**src/rtl/acl_spi_pkg.sv**
```systemverilog
// Shared constants for the ADXL362-style SPI responder: commands, register map,
// FSM state encoding and reset values.
package acl_spi_pkg;

  localparam logic [7:0] CMD_RD = 8'h0B;
  localparam logic [7:0] CMD_WR = 8'h0A;

  localparam logic [5:0] ADDR_DEVID_AD   = 6'h00;
  localparam logic [5:0] ADDR_DEVID_MST  = 6'h01;
  localparam logic [5:0] ADDR_PARTID     = 6'h02;
  localparam logic [5:0] ADDR_XDATA      = 6'h08;
  localparam logic [5:0] ADDR_YDATA      = 6'h09;
  localparam logic [5:0] ADDR_ZDATA      = 6'h0A;
  localparam logic [5:0] ADDR_XDATA_L    = 6'h0E;
  localparam logic [5:0] ADDR_XDATA_H    = 6'h0F;
  localparam logic [5:0] ADDR_YDATA_L    = 6'h10;
  localparam logic [5:0] ADDR_YDATA_H    = 6'h11;
  localparam logic [5:0] ADDR_ZDATA_L    = 6'h12;
  localparam logic [5:0] ADDR_ZDATA_H    = 6'h13;
  localparam logic [5:0] ADDR_FILTER_CTL = 6'h2C;
  localparam logic [5:0] ADDR_POWER_CTL  = 6'h2D;

  localparam logic [7:0] FILTER_CTL_RST = 8'h13;

  typedef enum logic [2:0] {IDLE, CMD, ADDR, RDATA, WDATA, ERR} spi_state_e;

endpackage

```
**src/rtl/spi_pin_sync.sv**
```systemverilog
// Multi-flop synchronizer for one SPI pin, with single-cycle rise/fall pulses
// derived from the synchronized level.
module spi_pin_sync #(
  parameter int unsigned STAGES = 2
) (
  input  logic ClkPort,
  input  logic Reset,
  input  logic pin,
  output logic level,
  output logic rise,
  output logic fall
);

  logic [STAGES-1:0] chain;
  logic              prev;

  always_ff @(posedge ClkPort or posedge Reset) begin
    if (Reset) begin
      chain <= '0;
      prev  <= 1'b0;
    end else begin
      chain <= {chain[STAGES-2:0], pin};
      prev  <= chain[STAGES-1];
    end
  end

  assign level = chain[STAGES-1];
  assign rise  = level & ~prev;
  assign fall  = ~level & prev;

endmodule

```
**src/rtl/acl_spi_responder.sv**
```systemverilog
// SPI mode-0 responder emulating the ADXL362 register read/write subset.
// All logic runs on ClkPort; the SPI pins are oversampled.
module acl_spi_responder
  import acl_spi_pkg::*;
#(
  parameter logic [7:0]  DEVID_AD    = 8'hAD,
  parameter logic [7:0]  DEVID_MST   = 8'h1D,
  parameter logic [7:0]  PARTID      = 8'hF2,
  parameter int unsigned SYNC_STAGES = 2
) (
  input  logic        ClkPort,
  input  logic        Reset,
  input  logic        sclk,
  input  logic        cs_n,
  input  logic        mosi,
  output logic        miso,
  output logic        miso_oe,
  input  logic [11:0] acl_x,
  input  logic [11:0] acl_y,
  input  logic [11:0] acl_z,
  output logic [7:0]  power_ctl,
  output logic [7:0]  filter_ctl,
  output logic        wr_strobe,
  output logic [5:0]  wr_addr,
  output logic [7:0]  wr_data,
  output logic        cmd_error,
  output logic        busy
);

  logic sclk_lvl, sclk_rise, sclk_fall;
  logic cs_lvl, cs_rise, cs_fall;
  logic mosi_s, mosi_rise, mosi_fall;

  spi_pin_sync #(.STAGES(SYNC_STAGES)) u_sync_sclk (
    .ClkPort (ClkPort),
    .Reset   (Reset),
    .pin     (sclk),
    .level   (sclk_lvl),
    .rise    (sclk_rise),
    .fall    (sclk_fall)
  );

  // cs_n resets to the asserted level so a pin already low when Reset drops
  // produces no fall; the FSM waits for a genuine new frame.
  spi_pin_sync #(.STAGES(SYNC_STAGES)) u_sync_cs (
    .ClkPort (ClkPort),
    .Reset   (Reset),
    .pin     (cs_n),
    .level   (cs_lvl),
    .rise    (cs_rise),
    .fall    (cs_fall)
  );

  spi_pin_sync #(.STAGES(SYNC_STAGES)) u_sync_mosi (
    .ClkPort (ClkPort),
    .Reset   (Reset),
    .pin     (mosi),
    .level   (mosi_s),
    .rise    (mosi_rise),
    .fall    (mosi_fall)
  );

  logic unused_pins;
  assign unused_pins = ^{sclk_lvl, cs_lvl, mosi_rise, mosi_fall};

  spi_state_e  state;
  logic [2:0]  bit_cnt;
  logic [6:0]  rx;
  logic [7:0]  rx_next;
  logic [7:0]  tx;
  logic [5:0]  ptr;
  logic        is_rd;
  logic        byte_done;
  logic [11:0] snap_x, snap_y, snap_z;
  logic [7:0]  rd_byte;

  function automatic logic [7:0] reg_read(input logic [5:0]  a,
                                          input logic [11:0] x,
                                          input logic [11:0] y,
                                          input logic [11:0] z,
                                          input logic [7:0]  fc,
                                          input logic [7:0]  pc);
    logic [7:0] d;
    case (a)
      ADDR_DEVID_AD:   d = DEVID_AD;
      ADDR_DEVID_MST:  d = DEVID_MST;
      ADDR_PARTID:     d = PARTID;
      ADDR_XDATA:      d = x[11:4];
      ADDR_YDATA:      d = y[11:4];
      ADDR_ZDATA:      d = z[11:4];
      ADDR_XDATA_L:    d = x[7:0];
      ADDR_XDATA_H:    d = {{4{x[11]}}, x[11:8]};
      ADDR_YDATA_L:    d = y[7:0];
      ADDR_YDATA_H:    d = {{4{y[11]}}, y[11:8]};
      ADDR_ZDATA_L:    d = z[7:0];
      ADDR_ZDATA_H:    d = {{4{z[11]}}, z[11:8]};
      ADDR_FILTER_CTL: d = fc;
      ADDR_POWER_CTL:  d = pc;
      default:         d = 8'h00;
    endcase
    return d;
  endfunction

  assign rx_next = {rx, mosi_s};
  assign rd_byte = reg_read(ptr, snap_x, snap_y, snap_z, filter_ctl, power_ctl);
  assign busy    = (state != IDLE);

  always_ff @(posedge ClkPort or posedge Reset) begin
    if (Reset) begin
      state      <= IDLE;
      bit_cnt    <= 3'd0;
      rx         <= 7'd0;
      tx         <= 8'd0;
      ptr        <= 6'd0;
      is_rd      <= 1'b0;
      byte_done  <= 1'b0;
      snap_x     <= 12'd0;
      snap_y     <= 12'd0;
      snap_z     <= 12'd0;
      miso       <= 1'b0;
      miso_oe    <= 1'b0;
      power_ctl  <= 8'h00;
      filter_ctl <= FILTER_CTL_RST;
      wr_strobe  <= 1'b0;
      wr_addr    <= 6'd0;
      wr_data    <= 8'd0;
      cmd_error  <= 1'b0;
    end else begin
      wr_strobe <= 1'b0;
      if (cs_rise) begin
        state   <= IDLE;
        miso    <= 1'b0;
        miso_oe <= 1'b0;
      end else if (cs_fall) begin
        state     <= CMD;
        bit_cnt   <= 3'd0;
        byte_done <= 1'b0;
        snap_x    <= acl_x;
        snap_y    <= acl_y;
        snap_z    <= acl_z;
        cmd_error <= 1'b0;
        miso      <= 1'b0;
        miso_oe   <= 1'b1;
      end else if (sclk_rise && state != IDLE && state != ERR) begin
        rx      <= rx_next[6:0];
        bit_cnt <= bit_cnt + 3'd1;
        if (bit_cnt == 3'd7) begin
          byte_done <= 1'b1;
          case (state)
            CMD: begin
              if (rx_next == CMD_RD) begin
                state <= ADDR;
                is_rd <= 1'b1;
              end else if (rx_next == CMD_WR) begin
                state <= ADDR;
                is_rd <= 1'b0;
              end else begin
                state     <= ERR;
                cmd_error <= 1'b1;
              end
            end
            ADDR: begin
              ptr   <= rx_next[5:0];
              state <= is_rd ? RDATA : WDATA;
            end
            RDATA: ptr <= ptr + 6'd1;
            WDATA: begin
              wr_strobe <= 1'b1;
              wr_addr   <= ptr;
              wr_data   <= rx_next;
              if (ptr == ADDR_POWER_CTL)  power_ctl  <= rx_next;
              if (ptr == ADDR_FILTER_CTL) filter_ctl <= rx_next;
              ptr <= ptr + 6'd1;
            end
            default: ;
          endcase
        end
      end else if (sclk_fall) begin
        byte_done <= 1'b0;
        // A byte boundary in RDATA loads the next register; otherwise keep shifting.
        if (state == RDATA) begin
          if (byte_done) begin
            miso <= rd_byte[7];
            tx   <= {rd_byte[6:0], 1'b0};
          end else begin
            miso <= tx[7];
            tx   <= {tx[6:0], 1'b0};
          end
        end else begin
          miso <= 1'b0;
        end
      end
    end
  end

endmodule
```
**config.mk**
```make
export PLATFORM = sky130hd
export DESIGN_NAME = acl_spi_responder
export DESIGN_NICKNAME = d
export VERILOG_FILES = /design/src/rtl/acl_spi_pkg.sv /design/src/rtl/spi_pin_sync.sv /design/src/rtl/acl_spi_responder.sv
export SDC_FILE = /design/constraint.sdc
export NUM_CORES = 1
export LEC_CHECK = 0
export ABC_AREA = 1
export BUFFER_PORTS_ARGS = -buffer_cell sky130_fd_sc_hd__clkbuf_2
export CORE_ASPECT_RATIO = 1.4
export CORE_MARGIN = 1
export CORE_UTILIZATION = 47
export CTS_CLUSTER_DIAMETER = 60
export DETAILED_ROUTE_END_ITERATION = 10
export GPL_TIMING_DRIVEN = 1
export MAX_ROUTING_LAYER = met4
export PLACE_DENSITY = 0.65
export SYNTH_ARGS = -nofsm -noshare
export SYNTH_HDL_FRONTEND = slang
export SYNTH_SLANG_ARGS = --single-unit
```
**constraint.sdc**
```tcl
create_clock -name ClkPort -period 8.11 [get_ports ClkPort]
set_input_delay 0.4055 -clock ClkPort [delete_from_list [all_inputs] [get_ports ClkPort]]
set_output_delay 0.4055 -clock ClkPort [all_outputs]
set_load 0.005 [all_outputs]
```
**Word level (Yosys, flattened, before mapping)**

Index checks and enable logic that the tools add are counted.

- Add/sub/neg operators: 2
- Multiply operators: 0
- Divide/modulo/power cells: 0
- Magnitude comparators: 0
- Equal/unequal tests: 25
- Shift operators: 0
- Mux-type cells: 38
- Bitwise gates (word level): 11
- Reduce and logical (&&, ||, !) cells: 29

Operators by type and width:

| cell | number |
|---|---|
| 8-bit case mux with 14 select lines | 1 |
| 6-bit by 4-bit equality test with 1-bit output (second input constant) | 5 |
| 3-bit 2-to-1 mux | 9 |
| 1-bit 2-to-1 mux | 25 |
| 6-bit by 5-bit equality test with 1-bit output (second input constant) | 4 |
| 6-bit AND reduction | 4 |
| 8-bit by 4-bit equality test with 1-bit output (second input constant) | 2 |
| 5-bit AND reduction | 3 |
| 3-bit nonzero test | 5 |
| 6-bit equality test (second input constant) | 2 |
| 6-bit case mux with 2 select lines | 1 |
| 2-bit nonzero test | 6 |
| 3-bit AND reduction | 3 |
| 8-bit 2-to-1 mux | 1 |
| 1-bit inverter | 7 |
| 6-bit by 1-bit adder with 6-bit output (second input constant) | 1 |
| 3-bit by 2-bit equality test with 1-bit output (second input constant) | 2 |
| 3-bit equality test (second input constant) | 2 |
| 6-bit by 1-bit equality test with 1-bit output (second input constant) | 1 |
| 6-bit by 2-bit equality test with 1-bit output (second input constant) | 1 |
| 6-bit zero test | 1 |
| 3-bit != test (second input constant) | 2 |
| 3-bit case mux with 2 select lines | 1 |
| 2-bit AND reduction | 3 |
| 8 further kinds | 13 |

- Flip-flop bits (word level): 107
- Latch bits: 0
- Memory bits (writable): 0
- ROM bits: 0
- Input port bits: 41
- Word-level logic and storage cells: 128
- Memories: 0

**Longest topological paths before layout**

Gate-level depths: netlist of the first run.

- Depth after elaboration: 8
- Gate-level depth with buffers: 13

**Hierarchy**

From an unflattened synthesis of the first run, not the netlist that was laid out.

- Cell total of the unflattened synthesis: 682
- Area total of the unflattened synthesis: 5390.2 µm²

By module, submodules not included:

| module | times used | cells an instance | area each (µm²) | sequential area each (µm²) |
|---|---|---|---|---|
| acl_spi_responder | 1 | 658 | 5108.6 | 2456.1 |
| spi_pin_sync | 3 | 8 | 93.8 | 75.1 |

**Least setup slack after synthesis of the first run**

No wires, ideal clock.

- Path type: flip-flop to flip-flop
- Start point: reg ptr[1]
- End point: reg power_ctl[7]
- Data arrival time: 1.653 ns
- Setup slack: 6.329 ns
- Cell stages (with the launch flop): 10
- Buffers on the path: 1
- Period minus slack after synthesis: 1.781 ns
- Cell sequence: dfrtp_1 inv_1 ha_1 clkbuf_1 inv_1 nor2_1 nand2_1 inv_2 nand3_2 mux2_1

- Word-level cells in the longest chain between the ends: 2

RTL lines:

| element | line | text |
|---|---|---|
| start, declared | acl_spi_responder.sv:71 | `logic [5:0] ptr;` |
| start signal, assigned | acl_spi_responder.sv:163 | `ptr <= rx_next[5:0];` |
| start signal, assigned | acl_spi_responder.sv:166 | `RDATA: ptr <= ptr + 6'd1;` |
| start signal, assigned | acl_spi_responder.sv:173 | `ptr <= ptr + 6'd1;` |
| 6-bit equality test | acl_spi_responder.sv:171 | `if (ptr == ADDR_POWER_CTL) power_ctl <= rx_next;` |
| 6-bit AND reduction (no line) | -- |  |
| end signal, assigned | acl_spi_responder.sv:171 |  |
| end, declared | acl_spi_responder.sv:21 | `output logic [7:0] power_ctl,` |

Every way passes these cells.
A chain may end at the register's enable or synchronous reset.

**Worst setup path in the final report of the first run**

- Start point: reg u_sync_cs.chain[1]
- End point: reg byte_done

- Word-level cells in the longest chain between the ends: 4
- Elaborated cells on any way between the ends: 8

RTL lines:

| element | line | text |
|---|---|---|
| start, declared | spi_pin_sync.sv:14 | `logic [STAGES-1:0] chain;` |
| start signal, assigned | spi_pin_sync.sv:22 | `chain <= {chain[STAGES-2:0], pin};` |
| 1-bit inverter | spi_pin_sync.sv:29 | `assign fall = ~level & prev;` |
| 1-bit AND | spi_pin_sync.sv:29 |  |
| 3-bit by 2-bit != test with 1-bit output (no line) or 3-bit nonzero test (tied branches) | -- |  |
| 3-bit AND reduction (no line) | -- |  |
| end signal, assigned | acl_spi_responder.sv:116 | `byte_done <= 1'b0;` |
| end signal, assigned | acl_spi_responder.sv:137 | `byte_done <= 1'b0;` |
| end signal, assigned | acl_spi_responder.sv:148 | `byte_done <= 1'b1;` |
| end, declared | acl_spi_responder.sv:73 | `logic byte_done;` |

Several ways; a longest one is shown, not always the timed one.

==> results of run 1 <==
[logic make-up (layout without fill, tap and decap cells)]
| group | Yosys count | after routing | synth area share, % |
|---|---|---|---|
| adders and majority gates | 8 | 8 | 1.92 |
| muxes | 3 | 3 | 0.625 |
| buffers and inverters | 91 | 162 | 7.26 |
| AOI/OAI and AO/OA | 116 | 116 | 11.8 |
| and+or+nand+nor | 329 | 329 | 27.1 |
| DFF | 106 | 106 | 51.0 |
| xor gates and xnor gates | 2 | 2 | 0.336 |
[how the worst min path moves through the flow]
stage / endpoint / cells after the start
floorplan: u_sync_cs.chain[1] / 0
global placement: u_sync_mosi.chain[1] / 0
detailed placement: u_sync_mosi.chain[1] / 0
CTS: snap_z[11] / 2
global route: wr_addr[1] / 2
finish: wr_addr[1] / 2
[critical path, cell delays in order, from the launching register on]
cell and delay, ns:
dfrtp_1 0.40, inv_1 0.06, ha_1 0.13, buf_4 0.40, clkinv_1 0.76, a21oi_1 0.67, nand2_1 0.09, a21oi_1 0.16
[synth_stat cells, drive strengths merged]
library cell,count
a21oi,13
a31oi,1
buf,11
clkbuf,11
clkinv,1
dfrtp,103
dfstp,3
ha,8
inv,68
mux2,2
mux2i,1
nand2,208
nand3,33
nand4,24
nor2,61
nor3,3
o211ai,7
o21a,3
o21ai,88
o21bai,2
o22ai,2
xor2,2
[sequential cells by signal, summed over array words and instances (netlist names), 7 cells and up]
register    count
filter_ctl      8
snap_x         12
power_ctl       8
snap_y         12
snap_z         12
tx              7
wr_data         8
rx              7
[area by class of cell]
class                   count  share of cell area [%]
clock inverters             7                    1.16
clock buffers               9                    3.78
well taps                 141                    2.96
repair buffers             77                    6.56
flip-flops and latches    106                    44.6
multi-input cells         458                    36.5
inverters                  69                    4.39
[power groups by stage]
stage | sequential, W | clock [W] | combinational [W]
after floorplan | 0.000611 | 0 | 0.000104
after global placement | 0.000623 | 0 | 0.000150
after detailed placement | 0.000624 | 0 | 0.000154
after CTS | 0.000615 | 0.000447 | 0.000155
after global routing | 0.000621 | 0.000465 | 0.000176
final | 0.000615 | 0.000435 | 0.000153
[layer usage]
metal	global-route usage, %	vias to the layer above	wire length [µm]
met1	32.4	2151	5830
li1	-	2247	-
met3	3.54	31	596
met2	43.7	142	6700
met4	11.5	0	528
met5	-	-	0
[per-stage QoR]
step | instance area [µm²] | setup WS, ns | util (%) | instances
after floorplan | 5210 | 4.92 | - | 655
after global placement | 5660 | 5.46 | 52.3 | 851
after detailed placement | 5660 | 5.33 | 52.3 | 851
after CTS | 5950 | 5.31 | 55.1 | 867
after global routing | 5950 | 5.05 | 55.1 | 867
final | 5950 | 5.34 | 55.1 | 867
==> reports/summary.txt, run 1 <==
outcome = completed
CP Max Fanout = 55
CORE AREA = 10800 µm²
FMAX = 362 MHz
Hold Vio Cnt, Final = 0
drt wl/cell = 15.8 µm
clock sink count = 106
Yosys warning count = 0
initial antenna violation count = 0
total CTS buffers = 9
clk slew on worst S/H paths = 0.07 ns
Gate Count Post-Synth = 655
Synth top area share = 49.5%
number of global-route vias before repair = 4607
CTS Hold Bufs = 0
Flop pwr share = 51.1%
endpoint type of the worst setup path = register
Worst IR Drop VDD = 0.131 mV
Design Power = 0.00120 W
power per cell area = 202 nW/µm²
GPL Wtd Cong = 0.886
Initial Util = 48.2%
Die Y = 127 µm
Worst Setup EP = byte_done
port buffer count = 75
gr ovfl total = 0
CTS tree = yes
CP arrival = 3.04 ns
Reg-to-Reg Start = u_sync_cs.chain[1]
RR Endpoint = byte_done
final setup vio count = 0
detailed placement HPWL = 10.2 mm
# IOs = 76
Resized cells post-CTS = 0
commonest non-fill, non-tap cells in the layout = 206 x nand2_1, 103 x dfrtp_1, 87 x o21ai_0
Net Count, Synth = 704
drt drc = 0
largest net degree at the start of global routing = 72
max-cap violations = 0
cells on worst reg2reg path = 7
leakage = 3.06 nW
full die area = 11500 µm²
RSZ-0062 raised after global routing = no
setup bufs post-CTS = 0
first-pass GRT wire length = 23.0 mm
# diodes = 0
area of the multi-input gates = 2170 µm²
FP Rows = 45
Setup Skew = 0.00733 ns
Die Wd = 91.0 µm
Worst Setup Start Kind = register
post-synthesis sequential area ratio = 51.0%
kind of critical path = register to register
fin crit period = 2.77 ns
clock share of power = 36.2%
WL final = 13.7 mm
vias post-DR = 4571
Iteration-0 DRC Markers = 320
Int Pwr = 0.000863 W
distinct cell type count of the synthesized netlist = 33
Post-layout nets = 770
Sw Ratio = 28.3%
fin crit share = 34.1%
WP data required = 8.38 ns
Max-slew headroom = 40.7%
post-route ant nets = 0
Setup TNS Final = 0 ns
largest area contributor in the synthesized netlist = dfrtp_1
worst slew pin tran = 0.890 ns
Root Buffer = clkbuf_16
clk buf depth = 2
FF+latch count, synth = 106
Global Route Usage Sum = 26.4%
vias per cell = 5.27
most common cell after layout, fill and taps aside = nand2_1
Clk Latency, worst-skew pair = 0.35 ns
filler instances = 1078
combinational fraction of design power = 12.7%
Max H-tree Level = 3
DRT Pass-1 Iters = 5
Post-Syn Area = 5210 µm²
share of post-route cells with drive strength above 1 = 15.8%
worst hold slack = 0.0593 ns
Max Slew Vio Count = 0
Avg Inst Size Synth = 7.95 µm²
area occupied by registers = 2660 µm²
Crit. Startpoint = u_sync_cs.chain[1]
top cells by area, synth = dfrtp_1 49%, nand2_1 15%, o21ai_0 8.4%, inv_1 4.7%, nor2_1 4.0%
Net Sw Power = 0.000341 W
Reg2Reg Setup Slack = 5.34 ns
area grow syn2layout = 14.3%
Hold Crit Class = primary input to async pin
No activity file was read; power rests on OpenSTA's default activity.
==> run 2: changes to the inputs <==
Settings changed: PLACE_DENSITY 0.65 to 0.67.
Clock period 8.11 ns to 2.33 ns, I/O delays scaled along.
==> reports/summary.txt, run 2 (synthesis results as in run 1) <==
# diodes = 0 (unchanged)
Hold Vio Cnt, Final = 0 (unchanged)
Critical Path Most Common Cell = inv_1
Initial Util = 48.2% (unchanged)
Max H-tree Level = 3 (unchanged)
WP data required = 2.56 ns (-5.82 ns)
Critical-path top delay cell = dfrtp_1
critical path, cell by cell = inv_1, ha_1, inv_1, nor2_1, nand2_1, inv_2, nand3_2, mux2_2
Top Family by Delay on Critical Path = simple AND/OR/NAND/NOR gates
final setup slack of the worst path = 0.291 ns (-5.05 ns)
Post-layout nets = 817 (+6.1%)
Post-Place Setup Slack = 0.254 ns (-5.08 ns)
GPL Wtd Cong = 0.974 (+9.9%)
FP Rows = 45 (unchanged)
Global Route Usage Sum = 27.4% (+1.0 points)
Die Y = 127 µm (unchanged)
Die Wd = 91.0 µm (unchanged)
Max Slew Vio Count = 0 (unchanged)
Finished Layout Cells = 914 (+5.4%)
Hold Crit Class = primary input to register
Worst IR Drop VDD = 0.358 mV (+170%)
RSZ-0062 raised after global routing = no
combinational fraction of design power = 12.9% (+0.2 points)
Iteration-0 DRC Markers = 275 (-14%)
detailed placement HPWL = 10.5 mm (+3.2%)
fin crit share = 87.5% (+53 points)
port buffer count = 75 (unchanged)
Sw Ratio = 26.5% (-1.8 points)
CP Max Fanout = 15 (-73%)
Flop pwr share = 47.7% (-3.4 points)
number of global-route vias before repair = 4787 (+3.9%)
Cells after DPL = 864 (+1.5%)
Worst Setup Start Kind = register
most common cell after layout, fill and taps aside = nand2_1
Reg2Reg Setup Slack = 0.29 ns (-5.05 ns)
drt wl/cell = 15.7 µm (-0.46%)
clk slew on worst S/H paths = 0.07 ns (about the same)
Root Buffer = clkbuf_16
total CTS buffers = 9 (unchanged)
commonest non-fill, non-tap cells in the layout = 206 x nand2_1, 103 x dfrtp_1, 87 x o21ai_0
buffer and inverter count on the worst path = 3 (unchanged)
largest registers = snap_x (12), snap_y (12), snap_z (12)
worst slew pin tran = 0.561 ns (-0.329 ns)
max-cap violations = 0 (unchanged)
area grow syn2layout = 24.1%
endpoint type of the worst setup path = register
CTS tree = yes
gr ovfl total = 0 (unchanged)
Max-slew headroom = 62.6% (+22 points)
final setup vio count = 0 (unchanged)
largest net degree at the start of global routing = 107 (+49%)
share of post-route cells with drive strength above 1 = 16.6% (+0.72 points)
leakage = 3.29 nW (+7.5%)
slowest cell delay on critical path = 0.42 ns (-0.34 ns)
clock share of power = 39.4% (+3.2 points)
vias per cell = 5.22 (-0.93%)
WL final = 14.3 mm (+4.9%)
initial antenna violation count = 0 (unchanged)
power per cell area = 695 nW/µm² (+240%)
FMAX = 490 MHz (+36%)
Setup Skew = 0.00923 ns (+0.00191 ns)
clk buf depth = 2 (unchanged)
first-pass GRT wire length = 23.7 mm (+2.9%)
Net Sw Power = 0.00119 W (+250%)
outcome = completed
DRT Pass-1 Iters = 5 (unchanged)
CORE AREA = 10800 µm² (unchanged)
fin crit period = 2.04 ns (-0.727 ns)
# IOs = 76 (unchanged)
Clk Latency, worst-skew pair = 0.35 ns (about the same)
full die area = 11500 µm² (unchanged)
post-route ant nets = 0 (unchanged)
drt drc = 0 (unchanged)
vias post-DR = 4774 (+4.4%)
Int Pwr = 0.00330 W (+280%)
kind of critical path = register to register
CP arrival = 2.27 ns (-0.77 ns)
utilization after layout = 59.8% (+4.7 points)
worst hold slack = 0.0000190 ns (-0.0593 ns)
Setup TNS Final = 0 ns (unchanged)
clock sink count = 106 (unchanged)
-- run 2: cell types whose count changed in the layout (fill, tap and decap cells not counted), sizes merged --
cell         previous run  this run
clkbuf                 84        86
inv                    69        68
bufinv                  1         3
dlygate4sd3             0        34
clkinv                  5         2
buf                     2        15
-- run 2: final cells by class --
cell class,instances,area (µm²)
flip-flops and latches,106,2660
clock inverters,5,110
multi-input cells,458,2180
inverters,69,263
clock buffers,11,243
repair buffers,124,841
well taps,141,176
fillers,1003,4350
-- run 2: tightest hold or removal path, stage by stage --
cell and delay, ns:
clkbuf_2 0.08, nand2_1 0.04, o21ai_0 0.07
-- run 2: repair_timing --
action | CTS | global route
hold buffers | 34 | 0
endpoints found under the hold margin | 136 | 0
gates resized for setup | 0 | 1
endpoints found under the setup margin | 0 | 1
buffers inserted | 0 | 0
-- run 2: stage by stage --
step,area (µm²),power (W)
3_5_place_dp,5770,0.00271
2_1_floorplan,5210,0.00249
6_report,6460,0.00449
4_1_cts,6460,0.00453
5_1_grt,6460,0.00468
3_3_place_gp,5770,0.00269
-- run 2: power by group through the flow --
| stage | sequential (W) | clock (W) | combinational [W] |
|---|---|---|---|
| after global placement | 0.00217 | 0 | 0.000523 |
| after global routing | 0.00216 | 0.00185 | 0.000666 |
| after CTS | 0.00214 | 0.00180 | 0.000584 |
| after detailed placement | 0.00217 | 0 | 0.000536 |
| after floorplan | 0.00213 | 0 | 0.000362 |
| final | 0.00214 | 0.00177 | 0.000579 |
-- run 2: worst paths after layout --
| path | from | to | depth (start not counted) |
|---|---|---|---|
| min in group asynchronous | Reset | wr_addr[4] | 4 |
| worst max register to register | ptr[0] | filter_ctl[7] | 8 |
| worst max-delay path | ptr[0] | filter_ctl[7] | 8 |
| worst min-delay path | acl_y[5] | snap_y[5] | 3 |
| max in group asynchronous | Reset | snap_x[9] | 4 |
| worst min register to register | u_sync_cs.chain[0] | u_sync_cs.chain[1] | 0 |
-- run 2: layer usage --
metal	GRT usage [%]	vias up	wire length, µm
met1	31.9	2242	5860
met5	-	-	0
li1	-	2336	-
met3	3.30	51	561
met4	17.7	0	854
met2	44.8	145	7060
